### config.mk
export PLATFORM = sky130hd
export DESIGN_NAME = npc_seq
export DESIGN_NICKNAME = d
export VERILOG_FILES = /design/src/rtl/npc_pkg.sv /design/src/rtl/npc_decode.sv /design/src/rtl/npc_seq.sv
export SDC_FILE = /design/constraint.sdc
export NUM_CORES = 1
export LEC_CHECK = 0
export CAP_MARGIN = 5
export CORE_ASPECT_RATIO = 0.8
export CORE_MARGIN = 3
export CORE_UTILIZATION = 40
export DETAILED_ROUTE_END_ITERATION = 8
export SYNTH_ARGS = -nofsm -noshare
export SYNTH_HDL_FRONTEND = slang
export SYNTH_SLANG_ARGS = --single-unit
### constraint.sdc
create_clock -name clk -period 3.3 [get_ports clk]
set_clock_uncertainty 0.1 [all_clocks]
set_input_delay 0.33 -clock clk [delete_from_list [all_inputs] [get_ports clk]]
set_output_delay 0.33 -clock clk [all_outputs]
set_load 0.05 [all_outputs]
### src/rtl/npc_pkg.sv
`default_nettype none
// ============================================================================
// Module      : npc_pkg
// Description : Shared opcode/funct constants, sequencer state encoding and
//               instruction class encoding for the next-PC sequencer.
// Revision    : 1.0 - initial release
// ============================================================================
package npc_pkg;

  // Primary opcodes (instr[31:26])
  localparam logic [5:0] OP_RTYPE  = 6'b000000;
  localparam logic [5:0] OP_REGIMM = 6'b000001;
  localparam logic [5:0] OP_J      = 6'b000010;
  localparam logic [5:0] OP_JAL    = 6'b000011;
  localparam logic [5:0] OP_BEQ    = 6'b000100;
  localparam logic [5:0] OP_BNE    = 6'b000101;
  localparam logic [5:0] OP_ANDI   = 6'b001100;
  localparam logic [5:0] OP_ORI    = 6'b001101;
  localparam logic [5:0] OP_XORI   = 6'b001110;
  localparam logic [5:0] OP_LUI    = 6'b001111;

  // R-type funct codes (instr[5:0])
  localparam logic [5:0] FN_JR     = 6'b001000;
  localparam logic [5:0] FN_JALR   = 6'b001001;

  // REGIMM rt-field selectors (instr[20:16])
  localparam logic [4:0] RT_BLTZ   = 5'b00000;
  localparam logic [4:0] RT_BGEZ   = 5'b00001;

  typedef enum logic [1:0] {
    IDLE = 2'd0,
    DEC  = 2'd1,
    TGT  = 2'd2,
    FIN  = 2'd3
  } state_e;

  typedef enum logic [3:0] {
    SEQ  = 4'd0,
    BEQ  = 4'd1,
    BNE  = 4'd2,
    BGEZ = 4'd3,
    BLTZ = 4'd4,
    J    = 4'd5,
    JAL  = 4'd6,
    JR   = 4'd7,
    JALR = 4'd8
  } cls_e;

endpackage : npc_pkg
`default_nettype wire

### src/rtl/npc_decode.sv
`default_nettype none
// ============================================================================
// Module      : npc_decode
// Description : Combinational control-transfer classifier. Maps opcode,
//               funct and rt fields to an instruction class and selects the
//               immediate extension mode.
// Ports       : op_i       - instr[31:26]
//               rt_i       - instr[20:16]
//               funct_i    - instr[5:0]
//               cls_o      - class code (cls_e encoding)
//               ext_sign_o - 1: sign-extend immediate, 0: zero-extend
// Revision    : 1.0 - initial release
// ============================================================================
module npc_decode
  import npc_pkg::*;
(
  input  logic [5:0] op_i,
  input  logic [4:0] rt_i,
  input  logic [5:0] funct_i,
  output logic [3:0] cls_o,
  output logic       ext_sign_o
);

  always_comb begin
    cls_o = SEQ;
    case (op_i)
      OP_BEQ: cls_o = BEQ;
      OP_BNE: cls_o = BNE;
      OP_J:   cls_o = J;
      OP_JAL: cls_o = JAL;
      OP_REGIMM: begin
        if (rt_i == RT_BGEZ)      cls_o = BGEZ;
        else if (rt_i == RT_BLTZ) cls_o = BLTZ;
      end
      OP_RTYPE: begin
        if (funct_i == FN_JR)        cls_o = JR;
        else if (funct_i == FN_JALR) cls_o = JALR;
      end
      default: cls_o = SEQ;
    endcase
  end

  // Logical immediates and lui take a zero-extended field; everything else,
  // branches included, is sign-extended.
  always_comb begin
    ext_sign_o = 1'b1;
    case (op_i)
      OP_ANDI, OP_ORI, OP_XORI, OP_LUI: ext_sign_o = 1'b0;
      default:                          ext_sign_o = 1'b1;
    endcase
  end

endmodule : npc_decode
`default_nettype wire

### src/rtl/npc_seq.sv
`default_nettype none
// ============================================================================
// Module      : npc_seq
// Description : Multicycle next-PC and immediate sequencer. Accepts one
//               instruction per start/done handshake, classifies it, extends
//               its immediate, computes branch/jump targets and returns the
//               next PC with taken/link flags.
// Ports       : clk, rst           - clock, synchronous active-high reset
//               start              - request, accepted only when busy=0
//               instr/pc/rs_val/rt_val - operands, sampled on accept
//               busy               - high from the cycle after accept
//                                    through the done cycle
//               done               - one-cycle result-valid pulse
//               npc/imm_ext/taken/link - results, held until next done
// Revision    : 1.0 - initial release
// ============================================================================
module npc_seq
  import npc_pkg::*;
#(
  parameter int PC_INC = 4,
  parameter int IMM_W  = 16,
  parameter int IDX_W  = 26
) (
  input  logic        clk,
  input  logic        rst,
  input  logic        start,
  input  logic [31:0] instr,
  input  logic [31:0] pc,
  input  logic [31:0] rs_val,
  input  logic [31:0] rt_val,
  output logic        busy,
  output logic        done,
  output logic [31:0] npc,
  output logic [31:0] imm_ext,
  output logic        taken,
  output logic        link
);

  state_e      state_q;
  logic [31:0] instr_q, pc_q, rs_q, rt_q;
  cls_e        cls_q;
  logic        ext_sign_q;
  logic [31:0] imm_q;
  logic [31:0] pc4_q, btgt_q, jtgt_q;
  logic        cond_q;
  logic        busy_q, done_q, taken_q, link_q;
  logic [31:0] npc_q, imm_ext_q;

  logic [3:0]       w_cls;
  logic             w_ext_sign;
  logic [IMM_W-1:0] w_imm;
  logic [31:0]      imm_d;
  logic [31:0]      pc4_d, boff_d, btgt_d, jtgt_d;
  logic             cond_d;
  logic [31:0]      npc_d;

  npc_decode u_decode (
    .op_i       (instr_q[31:26]),
    .rt_i       (instr_q[20:16]),
    .funct_i    (instr_q[5:0]),
    .cls_o      (w_cls),
    .ext_sign_o (w_ext_sign)
  );

  // Immediate extension and target arithmetic
  assign w_imm  = instr_q[IMM_W-1:0];
  assign imm_d  = w_ext_sign ? {{(32-IMM_W){w_imm[IMM_W-1]}}, w_imm}
                             : {{(32-IMM_W){1'b0}}, w_imm};
  assign pc4_d  = pc_q + 32'(PC_INC);
  assign boff_d = {{(32-IMM_W-2){w_imm[IMM_W-1]}}, w_imm, 2'b00};
  assign btgt_d = pc4_d + boff_d;
  assign jtgt_d = {pc4_d[31:28], instr_q[IDX_W-1:0], 2'b00};

  always_comb begin
    cond_d = 1'b0;
    case (cls_q)
      BEQ:             cond_d = (rs_q == rt_q);
      BNE:             cond_d = (rs_q != rt_q);
      BGEZ:            cond_d = ~rs_q[31];
      BLTZ:            cond_d = rs_q[31];
      J, JAL, JR, JALR: cond_d = 1'b1;
      default:         cond_d = 1'b0;
    endcase
  end

  always_comb begin
    npc_d = pc4_q;
    case (cls_q)
      BEQ, BNE, BGEZ, BLTZ: npc_d = cond_q ? btgt_q : pc4_q;
      J, JAL:               npc_d = jtgt_q;
      JR, JALR:             npc_d = rs_q;   // low bits pass through as-is
      default:              npc_d = pc4_q;
    endcase
  end

  always_ff @(posedge clk) begin
    if (rst) begin
      state_q    <= IDLE;
      instr_q    <= '0;
      pc_q       <= '0;
      rs_q       <= '0;
      rt_q       <= '0;
      cls_q      <= SEQ;
      ext_sign_q <= 1'b0;
      imm_q      <= '0;
      pc4_q      <= '0;
      btgt_q     <= '0;
      jtgt_q     <= '0;
      cond_q     <= 1'b0;
      busy_q     <= 1'b0;
      done_q     <= 1'b0;
      npc_q      <= '0;
      imm_ext_q  <= '0;
      taken_q    <= 1'b0;
      link_q     <= 1'b0;
    end else begin
      case (state_q)
        IDLE: begin
          // The done cycle is spent in IDLE with busy still high, so a
          // start there is dropped and busy falls on the following edge.
          done_q <= 1'b0;
          if (start && !busy_q) begin
            instr_q <= instr;
            pc_q    <= pc;
            rs_q    <= rs_val;
            rt_q    <= rt_val;
            busy_q  <= 1'b1;
            state_q <= DEC;
          end else begin
            busy_q <= 1'b0;
          end
        end
        DEC: begin
          cls_q      <= cls_e'(w_cls);
          ext_sign_q <= w_ext_sign;
          imm_q      <= imm_d;
          state_q    <= TGT;
        end
        TGT: begin
          pc4_q   <= pc4_d;
          btgt_q  <= btgt_d;
          jtgt_q  <= jtgt_d;
          cond_q  <= cond_d;
          state_q <= FIN;
        end
        FIN: begin
          done_q    <= 1'b1;
          npc_q     <= npc_d;
          imm_ext_q <= imm_q;
          taken_q   <= cond_q;
          link_q    <= (cls_q == JAL) || (cls_q == JALR);
          state_q   <= IDLE;
        end
        default: state_q <= IDLE;
      endcase
    end
  end

  assign busy    = busy_q;
  assign done    = done_q;
  assign npc     = npc_q;
  assign imm_ext = imm_ext_q;
  assign taken   = taken_q;
  assign link    = link_q;

  // Extension mode is kept for the control FSM's visibility in debug only.
  logic w_unused;
  assign w_unused = ext_sign_q;

endmodule : npc_seq
`default_nettype wire

==> results of run 1 <==
## kinds of logic (layout without fill, tap and decap cells)
logic type | Yosys count | in the layout | synth area share, %
compound gates | 339 | 339 | 15.8
xor+xnor | 76 | 76 | 4.97
fa+ha+maj | 38 | 38 | 3.57
buf+inv | 137 | 357 | 4.30
flops | 293 | 293 | 43.3
mux | 83 | 83 | 6.13
simple gates | 697 | 697 | 21.9
## registers in the layout, indices dropped and copies added (netlist names), 2 cells and up
| name | cells |
|---|---|
| npc | 32 |
| imm_ext | 17 |
| state_q | 2 |
| instr_q | 32 |
| rt_q | 32 |
| btgt_q | 30 |
| jtgt_q | 26 |
| rs_q | 32 |
| pc4_q | 32 |
| imm_q | 17 |
| pc_q | 32 |
| cls_q | 4 |
## worst paths after layout
kind / to
setup / recovery: btgt_q[30]
hold / removal: btgt_q[15]
setup reg to reg: btgt_q[30]
hold reg to reg: instr_q[23]
## area by class of cell
type	instances	area [um2]
Fill cell	3114	15500
Multi-Input combinational cell	1233	7350
Sequential cell	293	5870
Timing Repair Buffer	288	2690
Clock buffer	42	835
Tap cell	427	534
Clock inverter	11	95.1
Inverter	16	60.1
## metal layers
layer | part of all wire (%) | vias up | wire (um) | GRT usage [%]
met2 | 45 | 291 | 19200 | 37.0
li1 | - | 6130 | - | -
met4 | 2.0 | 0 | 844 | 4.98
met3 | 4.4 | 50 | 1880 | 2.93
met5 | 0 | - | 0 | 0
met1 | 48 | 5773 | 20700 | 33.3
## repair_timing
item / 4_1_cts / 5_1_grt
cloned: 0 / 0
pin swaps: 0 / 13
hold endpoints to repair: 0 / 0
gates resized for setup: 3 / 51
endpoints found under the setup margin: 7 / 14
setup buffers: 0 / 11
## cell usage after synthesis, types with 4 or more instances
cell type and count:
nand2_1 370, dfxtp_1 293, a21oi_1 183, nor2_1 177
clkbuf_1 89, mux2i_1 83, nor3_1 54, xor2_1 48
ha_1 37, a221oi_1 31, a22oi_1 29, xnor2_1 27
o21ai_0 25, nand3_1 20, buf_4 15, inv_1 15
nor4_1 15, a21o_1 13, buf_1 12, and3_1 10
nand4_1 10, a211oi_1 6, nor2b_1 6, and2_1 5
o2111ai_1 5, o211ai_1 5, o21bai_1 5, o311ai_0 5
a211o_1 4, and4_1 4, buf_2 4, nand2b_1 4
or4_1 4
## where the power goes
part / switching (mW) / total, mW / internal, mW / leakage, nW
Combinational: 2.47 / 4.08 / 1.61 / 3.83
Clock: 1.42 / 3.26 / 1.83 / 0.452
Sequential: 0.512 / 4.62 / 4.11 / 2.38
Total: 4.41 / 12.0 / 7.55 / 6.66
## through the flow
| stage | setup TNS, ns | cells | utilization (%) |
|---|---|---|---|
| final | 0 | 2310 | 53.0 |
| after detailed placement | -0.0816 | 2246 | 49.2 |
| after floorplan | 0 | 1663 | - |
| after CTS | 0 | 2299 | 52.1 |
| after global placement | 0 | 2246 | 49.2 |
| after global routing | -0.189 | 2310 | 53.0 |
==> results.json, run 1 <==
{
  "outcome": "finished clean",
  "dr.first_iter.drc_count": 673,
  "vdd_ir_drop_max_mv": 0.484,
  "synth_edf_count": 0,
  "clock_latency_ns": 0.56,
  "reg2regPathDepth": 13,
  "critPathSlowestCell": "ha_2",
  "layout.nets": 2030,
  "netlist.area_leader.share_pct": 43.3,
  "grt_usage_pct": 23.0,
  "vias_per_cell": 5.30,
  "coreArea_mm2": 0.0329,
  "syn_inst": 1663,
  "p_leak_nw": 6.66,
  "grt_pass1_vias": 11900,
  "n_antenna_cell": 0,
  "antenna_found_initial": 0,
  "final_common_cell": "nand2_1",
  "grt_max_degree": 97,
  "dieArea_mm2": 0.0361,
  "power_mw": 12.0,
  "synth_area_mm2": 0.0135,
  "holdPathStages": 2,
  "drcViolationCount": 0,
  "fin_ws_ns": 0.142,
  "tritoncts": "yes",
  "firstDrtPassIters": 5,
  "cp_max_fo": 8,
  "startpoint": "pc_q[7]",
  "cp-end-kind": "flop",
  "hpwlAfterDp_um": 31200,
  "min_from": "rst",
  "path_depth": 13,
  "die_x_um": 212,
  "ys_seq_area_share_pct": 43.3,
  "yosys_warnings": 0,
  "drt.antenna.violating_nets": 0,
  "cp.buffers_inverters": 2,
  "synth-async-reset-ratio_pct": 0,
  "cts_hold_buf": 0,
  "fin_crit_ns": 3.16,
  "ys_seq_elements": 293,
  "drv_slew": 0,
  "wl_per_cell_um": 18.5,
  "vias": 12200,
  "placed_area_mm2": 0.0162,
  "critical_path_required_ns": 3.64,
  "worstPathCellList": "and4_4 -> buf_4 -> and4b_2 -> buf_6 -> nand3_1 -> xnor2_1 -> ha_2 -> a21oi_4 -> o21ai_0 -> a21o_1 -> a21oi_1 -> o211ai_1 -> o311ai_0",
  "area_delta_synth_final_pct": 28.8,
  "startpoint_type": "flop",
  "place_congestion": 0.972,
  "slew_headroom_pct": 23.4,
  "numPortBuffers": 198,
  "cts_max_level": 1,
  "holdWs_ns": 0.0984,
  "ff2ff_setup_slack_ns": 0.14,
  "synth_cell_types": 71,
  "r2r-start": "pc_q[7]",
  "synth_area_leaders": "dfxtp_1 (43%), nand2_1 (10%), a21oi_1 (6.8%)",
  "rows": 59,
  "synth_ff_type": "dfxtp_1",
  "critical_path_class": "flop to flop",
  "max_freq_ghz": 0.317,
  "critPathTopFamily": "compound AO/OA/AOI/OAI gates",
  "rsz0062_at_grt": "yes",
  "syn_nets": 1832,
  "cts_made_buffers": 29,
  "worstPathArrival_ns": 3.50,
  "cp_slowest_stage_delay_ns": 0.39,
  "cts.clk_slew.worst_paths_ns": 0.06,
  "layout_common_cells": "nand2_1 (368), dfxtp_1 (287), clkdlybuf4s50_1 (197), a21oi_1 (176), nor2_1 (172)",
  "clock_path_buffers": 3,
  "pin_count": 199,
  "finalCritPeriodShare_pct": 95.7,
  "start_util_pct": 41.1,
  "postLayoutCellArea_mm2": 0.0174,
  "timing.final.hold_violations": 0,
  "clock_sinks": 293,
  "avgSynthCellArea_um2": 8.14,
  "hold_class": "input pin to flop",
  "setup_violations": 0,
  "drive_above_1_share_pct": 10.9,
  "die_y_um": 171,
  "drv_cap": 0,
  "drt-total-wl_um": 42600,
  "place_ws_ns": -0.0541,
  "clockRootBuffer": "clkbuf_16",
  "grt_first_pass_wirelength_um": 66300,
  "p_per_area_mw_per_mm2": 686,
  "tightestPinTransition_ns": 1.15,
  "synth_top_cell_by_area": "dfxtp_1",
  "gr-total-overflow": 0
}
Note: power is estimated with default switching activity, not from simulation.
==> run 2, diff against run 1 <==
- SYNTH_HIERARCHICAL: unset -> 1
==> run 2 against run 1 <==
Against the previous run:
- wire length increased by 1.5%
- power rose by 3.7%
- sequential cell count did not move
- critical path type unchanged
- largest power group unchanged
- final area rose by 2.4%
- critical endpoint is now btgt_q[29]
- sequential power is essentially flat
- worst setup slack got worse by 0.12 ns
- combinational power increased by 5.1%
==> results.json, run 2 <==
{
  "wl_per_cell_um": 18.6,
  "netlist.area_leader.share_pct": 42.7,
  "dieArea_mm2": 0.0366,
  "cp-end-kind": "flop",
  "layout_common_cells": "nand2_1 (320), dfxtp_1 (289), clkdlybuf4s50_1 (197), a21oi_1 (187), nor2_1 (181)",
  "syn_nets": 1838,
  "clock_path_buffers": 3,
  "start_util_pct": 40.7,
  "worstPathArrival_ns": 3.65,
  "p_seq_share_pct": 37.4,
  "dr.first_iter.drc_count": 813,
  "drt.antenna.violating_nets": 0,
  "vias": 12500,
  "pwr-share-comb_pct": 34.6,
  "ys_seq_area_share_pct": 42.7,
  "p_leak_nw": 6.65,
  "vias_per_cell": 5.35,
  "clockRootBuffer": "clkbuf_16",
  "hpwlAfterDp_um": 31000,
  "critical_path_class": "flop to flop",
  "tritoncts": "yes",
  "fillers": 3208,
  "place_congestion": 0.854,
  "critical_path_required_ns": 3.67,
  "cts_hold_buf": 0,
  "p_int_mw": 7.92,
  "die_y_um": 172,
  "yosys_warnings": 6,
  "tightestPinTransition_ns": 1.01,
  "syn_inst": 1669,
  "grt_usage_pct": 22.9,
  "postLayoutCellArea_mm2": 0.0179,
  "placedCellCount": 2269,
  "drcViolationCount": 0,
  "drive_above_1_share_pct": 12.1,
  "die_x_um": 213,
  "cts_max_level": 1,
  "use_met3_pct": 4.23,
  "layout.nets": 2047,
  "synth_ff_type": "dfxtp_1",
  "placed_area_mm2": 0.0165,
  "rsz0062_at_grt": "yes",
  "pin_count": 199,
  "slew_headroom_pct": 32.6,
  "clock_sinks": 293,
  "rows": 60,
  "final_common_cell": "nand2_1",
  "finalCritPeriodShare_pct": 99.4,
  "coreArea_mm2": 0.0337,
  "cts_made_buffers": 30,
  "ys_seq_elements": 293,
  "holdWs_ns": 0.212,
  "numPortBuffers": 198,
  "holdPathStages": 3,
  "firstDrtPassIters": 7,
  "grt_pass1_vias": 11900,
  "grt_max_degree": 164,
  "setup_violations": 0,
  "reg2regPathDepth": 13,
  "fin_crit_ns": 3.28,
  "vdd_ir_drop_max_mv": 0.415,
  "drv_slew": 0,
  "drv_cap": 0,
  "startpoint_type": "flop",
  "gr-total-overflow": 0,
  "swShare_pct": 36.1,
  "synth_top_cell_by_area": "dfxtp_1",
  "area_delta_synth_final_pct": 30.1,
  "grt-busiest-layer": "met2",
  "yosysMostFrequentCell": "nand2_1",
  "n_antenna_cell": 0,
  "synth-async-reset-ratio_pct": 0,
  "netlist_top_cells_count": "nand2_1 (322), dfxtp_1 (293), a21oi_1 (194)",
  "grt_first_pass_wirelength_um": 66300,
  "cp_max_fo": 5,
  "synth_area_mm2": 0.0137,
  "use_met2_pct": 37.5,
  "hold_class": "input pin to flop",
  "cts.clk_slew.worst_paths_ns": 0.06,
  "timing.final.hold_violations": 0,
  "drt-total-wl_um": 43300,
  "clkPwrFrac_pct": 28.0,
  "use_met1_pct": 32.0,
  "avgSynthCellArea_um2": 8.23,
  "synth_area_leaders": "dfxtp_1 (43%), nand2_1 (8.8%), a21oi_1 (7.1%)",
  "synth_edf_count": 0,
  "switching_power_mw": 4.47,
  "p_per_area_mw_per_mm2": 694,
  "fin_cells": 2333,
  "clock_latency_ns": 0.57,
  "max_freq_ghz": 0.305,
  "outcome": "finished clean",
  "synth_cell_types": 79,
  "antenna_found_initial": 0
}
-- run 2: cell types whose count changed after synthesis, sizes merged, moves of 19 or more --
cell,before,now
a221oi,32,4
and3,11,41
nand2,370,323
nor3,55,36
xnor2,27,58
a311oi,1,27
xor2,49,16
-- run 2: what timing repair did --
action | in CTS | in global routing
endpoints found under the setup margin | 4 | 16
pin swaps | 9 | 27
buffers inserted | 3 | 10
gates resized for setup | 11 | 52
-- run 2: per-stage QoR --
stage / TNS (ns) / power [mW] / util (%) / worst slack [ns]
2_1_floorplan: 0 / 7.35 / - / 0.0737
6_report: 0 / 12.4 / 53.0 / 0.0202
3_3_place_gp: -0.0133 / 8.83 / 49.0 / -0.0133
3_5_place_dp: -0.114 / 8.89 / 49.0 / -0.0617
4_1_cts: 0 / 12.4 / 52.1 / 0.000578
5_1_grt: -0.508 / 13.1 / 53.0 / -0.0804
-- run 2: critical path, cell delays in order (launching register included) --
cell and delay (ns):
dfxtp_2 0.33, and4_4 0.24, buf_4 0.13, nand4_1 0.18
or3_4 0.44, xnor2_2 0.15, ha_1 0.31, a21oi_2 0.17
o21bai_1 0.08, a21o_1 0.17, a21o_1 0.17, a21o_1 0.17
a221o_1 0.31, o311ai_1 0.25
-- run 2: per-layer routing --
layer	vias to the layer above	wire [um]
met5	-	0
met1	5986	19900
met3	48	2250
met2	246	20300
li1	6194	-
met4	0	825
-- run 2: power by group through the flow --
stage          combinational (mW)  sequential [mW]  clock (mW)
2_1_floorplan                2.57             4.78           0
5_1_grt                      4.70             4.70        3.68
3_3_place_gp                 4.15             4.68           0
3_5_place_dp                 4.20             4.70           0
6_report                     4.29             4.63        3.47
4_1_cts                      4.22             4.63        3.54
-- run 2: logic make-up after synthesis --
group,synth area share (%)
DFF,42.7
AOI/OAI and AO/OA,15.9
and+or+nand+nor,22.4
buffers and inverters,4.50
xor gates and xnor gates,4.78
muxes,6.21
adders and majority gates,3.52
-- run 2: worst paths after layout --
check | startpoint | endpoint | slack, ns
hold reg to reg | pc_q[27] | pc_q[27] | 0.36
setup reg to reg | pc_q[7] | btgt_q[29] | 0.02
hold / removal | instr[5] | instr_q[5] | 0.21
setup / recovery | pc_q[7] | btgt_q[29] | 0.02
-- run 2: cell type report --
class / instances / area (um2) / area share, %
repair buffers: 303 / 2860 / 16.0
multi-input cells: 1237 / 7550 / 42.2
clock buffers: 42 / 857 / 4.80
well taps: 434 / 543 / 3.04
inverters: 13 / 48.8 / 0.273
flip-flops and latches: 293 / 5870 / 32.9
clock inverters: 11 / 139 / 0.777
